**src/rtl/stopwatch_ctrl.sv**
```systemverilog
// stopwatch_ctrl: button front-end and run control for the millisecond counter.
// Each button is synchronised, debounced and turned into a one-cycle press
// pulse. An IDLE/RUN/PAUSE machine then drives the 1 ms EN tick and the
// counter-chain CLR pulse.
// Optional lap/hold feature: define STOPWATCH_LAP_EN to add BTN_LAP and HOLD.

// Per-button path: 2-flop synchroniser, debounce counter, registered press pulse.
module stopwatch_btn #(
  parameter int DB_CYCLES = 1000000
) (
  input  logic CLK,
  input  logic RST,
  input  logic raw,
  output logic press
);
  localparam int CW = (DB_CYCLES > 1) ? $clog2(DB_CYCLES) : 1;

  logic          s1, s2, db, db_d;
  logic [CW-1:0] cnt;

  // Sync, then accept a level change only after DB_CYCLES stable samples.
  always_ff @(posedge CLK) begin
    if (RST) begin
      s1    <= 1'b0;
      s2    <= 1'b0;
      db    <= 1'b0;
      db_d  <= 1'b0;
      cnt   <= '0;
      press <= 1'b0;
    end else begin
      s1    <= raw;
      s2    <= s1;
      db_d  <= db;
      press <= db & ~db_d;
      if (s2 != db) begin
        if (cnt == CW'(DB_CYCLES - 1)) begin
          db  <= ~db;
          cnt <= '0;
        end else begin
          cnt <= cnt + 1'b1;
        end
      end else begin
        cnt <= '0;
      end
    end
  end
endmodule

module stopwatch_ctrl #(
  parameter int CLK_FREQ_HZ = 100000000,
  parameter int TICK_HZ     = 1000,
  parameter int DB_CYCLES   = 1000000
) (
  input  logic CLK,
  input  logic RST,
  input  logic BTN_SS,
  input  logic BTN_CLR,
`ifdef STOPWATCH_LAP_EN
  input  logic BTN_LAP,
  output logic HOLD,
`endif
  output logic EN,
  output logic CLR,
  output logic RUNNING
);
  localparam int TICK_DIV = CLK_FREQ_HZ / TICK_HZ;
  localparam int PW       = $clog2(TICK_DIV);
`ifdef STOPWATCH_LAP_EN
  localparam int NB = 3;
`else
  localparam int NB = 2;
`endif

  typedef enum logic [1:0] {S_IDLE, S_RUN, S_PAUSE} state_t;

  logic [NB-1:0] raw, press;
  logic          ss_p, clr_p;
  state_t        state, state_nxt;
  logic          clr_nxt;
  logic [PW-1:0] psc;

`ifdef STOPWATCH_LAP_EN
  assign raw = {BTN_LAP, BTN_CLR, BTN_SS};
`else
  assign raw = {BTN_CLR, BTN_SS};
`endif
  assign ss_p  = press[0];
  assign clr_p = press[1];

  for (genvar g = 0; g < NB; g++) begin : g_btn
    stopwatch_btn #(.DB_CYCLES(DB_CYCLES)) u_btn (
      .CLK   (CLK),
      .RST   (RST),
      .raw   (raw[g]),
      .press (press[g])
    );
  end

  // State register plus registered CLR pulse.
  always_ff @(posedge CLK) begin
    if (RST) begin
      state <= S_IDLE;
      CLR   <= 1'b0;
    end else begin
      state <= state_nxt;
      CLR   <= clr_nxt;
    end
  end

  // Next state; in RUN start/stop outranks clear, elsewhere clear outranks it.
  always_comb begin
    state_nxt = state;
    clr_nxt   = 1'b0;
    case (state)
      S_IDLE: begin
        if (clr_p)     clr_nxt   = 1'b1;
        else if (ss_p) state_nxt = S_RUN;
      end
      S_RUN: begin
        if (ss_p) state_nxt = S_PAUSE;
      end
      S_PAUSE: begin
        if (clr_p) begin
          state_nxt = S_IDLE;
          clr_nxt   = 1'b1;
        end else if (ss_p) begin
          state_nxt = S_RUN;
        end
      end
      default: state_nxt = S_IDLE;
    endcase
  end

  // Prescaler counts RUN cycles only; PAUSE keeps the partial period.
  always_ff @(posedge CLK) begin
    if (RST) begin
      psc <= '0;
      EN  <= 1'b0;
    end else begin
      EN <= (state == S_RUN) && (psc == PW'(TICK_DIV - 1));
      if (state == S_RUN)       psc <= (psc == PW'(TICK_DIV - 1)) ? '0 : psc + 1'b1;
      else if (state == S_IDLE) psc <= '0;
    end
  end

  assign RUNNING = (state == S_RUN);

`ifdef STOPWATCH_LAP_EN
  // Lap toggles the display hold while running; leaving to IDLE drops it.
  always_ff @(posedge CLK) begin
    if (RST)                       HOLD <= 1'b0;
    else if (state_nxt == S_IDLE)  HOLD <= 1'b0;
    else if (state == S_RUN && press[2]) HOLD <= ~HOLD;
  end
`endif
endmodule

```
**config.mk**
```make
export PLATFORM = sky130hd
export DESIGN_NAME = stopwatch_ctrl
export DESIGN_NICKNAME = d
export VERILOG_FILES = /design/src/rtl/stopwatch_ctrl.sv
export SDC_FILE = /design/constraint.sdc
export NUM_CORES = 1
export LEC_CHECK = 0
export ABC_AREA = 1
export CAP_MARGIN = 25
export CORE_MARGIN = 1
export CORE_UTILIZATION = 60
export DETAILED_ROUTE_END_ITERATION = 12
export GPL_ROUTABILITY_DRIVEN = 0
export PLACE_DENSITY = 0.77
export SYNTH_ARGS = -nofsm -noshare
export SYNTH_HDL_FRONTEND = slang
export SYNTH_SLANG_ARGS = --single-unit
```
**constraint.sdc**
```tcl
create_clock -name CLK -period 3.05 [get_ports CLK]
set_clock_uncertainty 0.2 [all_clocks]
set_input_delay 0.4575 -clock CLK [delete_from_list [all_inputs] [get_ports CLK]]
set_output_delay 0.4575 -clock CLK [all_outputs]
set_load 0.01 [all_outputs]
```
==> flow_metrics.env <==
export IMPL_routedWlPerCell_um=11.10
export IMPL_multi_input_area_um2=1722
export IMPL_yosys_area_share_simple=0.3762
export IMPL_cts_buffers=9
export IMPL_track_usage=0.2390
export IMPL_synth_area_per_cell_um2=6.874
export IMPL_syn_inst=494
export IMPL_drive_above_1_share=0.06680
export IMPL_timing_rr_start="state[1]"
export IMPL_grt_pass1_vias=2748
export IMPL_synthTopCellsByCount="nand2_1, nor2_1, dfxtp_1, inv_1, nand3_1"
export IMPL_clock_fmax_mhz=408.3
export IMPL_synth_fa_ha_area_frac=0.01105
export IMPL_final_max_slew_violation_count=0
export IMPL_regArea_um2=1421
export IMPL_cts_tree="yes"
export IMPL_clkTransAtPathRegs_ps=80
export IMPL_root_buffer="clkbuf_8"
export IMPL_grt_max_degree=20
export IMPL_synth_compound_area_share=0.07590
export IMPL_outcome="complete, no violations"
export IMPL_reg2reg_slack_ps=870
export IMPL_synth_xor_area_frac=0.04385
export IMPL_cap_violations=0
export IMPL_row_count=27
export IMPL_grt_pass1_wl_mm=11.47
export IMPL_antenna_found_initial=0
export IMPL_muxShareOfSynthArea=0
export IMPL_ys_warn_count=0
export IMPL_pwr_share_seq=0.579
export IMPL_critPathLaunchType="flip-flop"
export IMPL_clkLatencyLatePin_ps=340
export IMPL_worstPathRequired_ps=2390
export IMPL_postCtsHoldBufs=0
export IMPL_initial_core_util=0.6205
export IMPL_fp_coreArea_um2=5473
export IMPL_end_kind="primary output"
export IMPL_grt_ovfl_total=0
export IMPL_die_area_um2=5964
export IMPL_crit_fanout=19
export IMPL_cts_sinks=71
export IMPL_critical_path_class="reg -> out"
export IMPL_synthArstFlopShare=0
export IMPL_min_period_over_period=0.8030
export IMPL_postCtsSetupRepairBufs=0
export IMPL_area_delta_synth_final_pct=8.254
export IMPL_cts_htree_levels=3
export IMPL_cp_startpoint="state[1]"
export IMPL_worstRegToRegCells=5
export IMPL_regToRegEndpoint="psc[14]"
export IMPL_grt_setup_unrepaired="no"
export IMPL_die_w_um=77.23
export IMPL_p_comb_frac=0.013
export IMPL_ys_ff_latch=71
export IMPL_dp_cells=565
export IMPL_hold_violations=0
export IMPL_stdcell_count=581
export IMPL_period_needed_ps=2449
export IMPL_synth_area_leaders="dfxtp_1, nand2_1, nor2_1"
export IMPL_peakVddDrop_mv=0.3794
export IMPL_drc_errors=0
export IMPL_setup_viol=0
export IMPL_antenna_cells=0
export IMPL_vias=2975
export IMPL_fp_dieH_um=77.23
export IMPL_num_fill_cells=486
export IMPL_final_antenna_net_count=0
export IMPL_nets=511
export IMPL_swShare=0.2344
export IMPL_synth_seq_area_share=0.4186
export IMPL_routed_wl_mm=6.451
export IMPL_synth_edff_count=0
export IMPL_worst_pin_slew_ps=715.2
export IMPL_synth_area_um2=3396
export IMPL_slew_headroom=0.5214
export IMPL_pwr_share_clk=0.408
export IMPL_synth_top_family_by_area="simple AND/OR/NAND/NOR gates"
export IMPL_p_switching_mw=0.3767
export IMPL_tns_ps=0
export IMPL_hold_path_class="reg -> reg"
export IMPL_whs_ps=192.8
export IMPL_powerDensity_nw_per_um2=437.2
export IMPL_worstPathArrival_ps=1790
export IMPL_endpoint="RUNNING"
export IMPL_p_leak_nw=1.269
export IMPL_io_buffers=6
export IMPL_clock_path_buffers=2
export IMPL_ios=7
export IMPL_intPower_mw=1.231
export IMPL_synth_fp_nets=501
export IMPL_yosysTopAreaCell="dfxtp_1"
export IMPL_drt_vias_per_instance=5.120
export IMPL_ys_types=30
export IMPL_ys_flop_type="dfxtp_1"
export IMPL_first_iter_violations=119
export IMPL_hpwlAfterDp_mm=4.710
export IMPL_synth_top_cell_area_share=0.4186
export IMPL_synth_most_common_cell="nand2_1"
export IMPL_drt_pass1_iterations=4
export IMPL_ctsResizeCount=0
-- cells by family (layout without fill, tap and decap cells) --
family | after synthesis | after routing
simple gates | 294 | 294
flops | 71 | 71
buf+inv | 62 | 77
compound gates | 47 | 47
xor+xnor | 17 | 17
fa+ha+maj | 3 | 3
-- state kept, by name, indices dropped and copies added, names as in the netlist, 2 cells and up --
signal / flops
g_btn.u_btn.press: 2
g_btn.u_btn.db: 2
g_btn.u_btn.cnt: 40
state: 2
psc: 17
g_btn.u_btn.s2: 2
g_btn.u_btn.db_d: 2
g_btn.u_btn.s1: 2
-- worst min path at each step --
stage	startpoint	end	slack, ps	cells past startpoint
floorplan	g_btn[0].u_btn.db_d	g_btn[0].u_btn.press	170	1
global placement	g_btn[0].u_btn.db_d	g_btn[0].u_btn.press	180	1
detailed placement	g_btn[0].u_btn.db_d	g_btn[0].u_btn.press	180	1
CTS	g_btn[1].u_btn.db_d	g_btn[1].u_btn.press	200	1
global route	g_btn[1].u_btn.db_d	g_btn[1].u_btn.press	210	1
finish	g_btn[1].u_btn.db_d	g_btn[1].u_btn.press	190	1
-- layer usage --
layer | vias to the layer above | wire [µm] | global-route usage
met5 | - | 0 | 0
met4 | 0 | 114 | 0.1340
met3 | 10 | 187 | 0.03810
met2 | 47 | 2994 | 0.3832
met1 | 1329 | 3154 | 0.3043
li1 | 1589 | - | -
-- critical path, stage by stage (launching register included) --
cell             delay, ps
dfxtp_1                790
nor2_4                 140
clkdlybuf4s50_1        510
-- power groups by stage --
| stage | combinational [mW] | sequential, mW | clock (mW) |
|---|---|---|---|
| final | 0.0212 | 0.931 | 0.655 |
| after global routing | 0.0236 | 0.931 | 0.715 |
| after CTS | 0.0216 | 0.931 | 0.678 |
| after detailed placement | 0.0214 | 0.953 | 0 |
| after global placement | 0.0214 | 0.953 | 0 |
| after floorplan | 0.0144 | 0.952 | 0 |
-- placed cells by master, fill, tap and decap left out, drive strengths merged, types with 2 or more instances in the layout --
| cell | Yosys | final |
|---|---|---|
| or2 | 6 | 6 |
| nor2 | 100 | 100 |
| clkdlybuf4s50 | 0 | 6 |
| o21bai | 4 | 4 |
| clkinv | 0 | 2 |
| xor2 | 10 | 10 |
| nand3b | 2 | 2 |
| nand4 | 12 | 12 |
| xnor2 | 7 | 7 |
| a21oi | 29 | 29 |
| clkbuf | 4 | 9 |
| dfxtp | 71 | 71 |
| o21ai | 12 | 12 |
| ha | 3 | 3 |
| inv | 54 | 55 |
| nor3 | 14 | 14 |
| nand3 | 34 | 34 |
| clkinvlp | 0 | 4 |
| nand2 | 124 | 124 |
-- final cells by class --
class                      instances  area share
tap                               72     0.02451
clock inverter                     7     0.01327
sequential                        71      0.3867
inverter                          54     0.05514
multi-input combinational        361      0.4683
timing repair buffer               7     0.01838
clock buffer                       9     0.03370
-- metrics by stage --
step	total power [mW]	setup slack, ps	util	instance area [µm²]
3_5_place_dp	0.9741	897.7	0.6401	3503
2_1_floorplan	0.9668	1413	-	3396
4_1_cts	1.630	569.3	0.6717	3676
3_3_place_gp	0.9740	962.0	0.6401	3503
6_report	1.607	600.7	0.6717	3676
5_1_grt	1.670	506.6	0.6717	3676
Note: power is estimated with default switching activity, not from simulation.
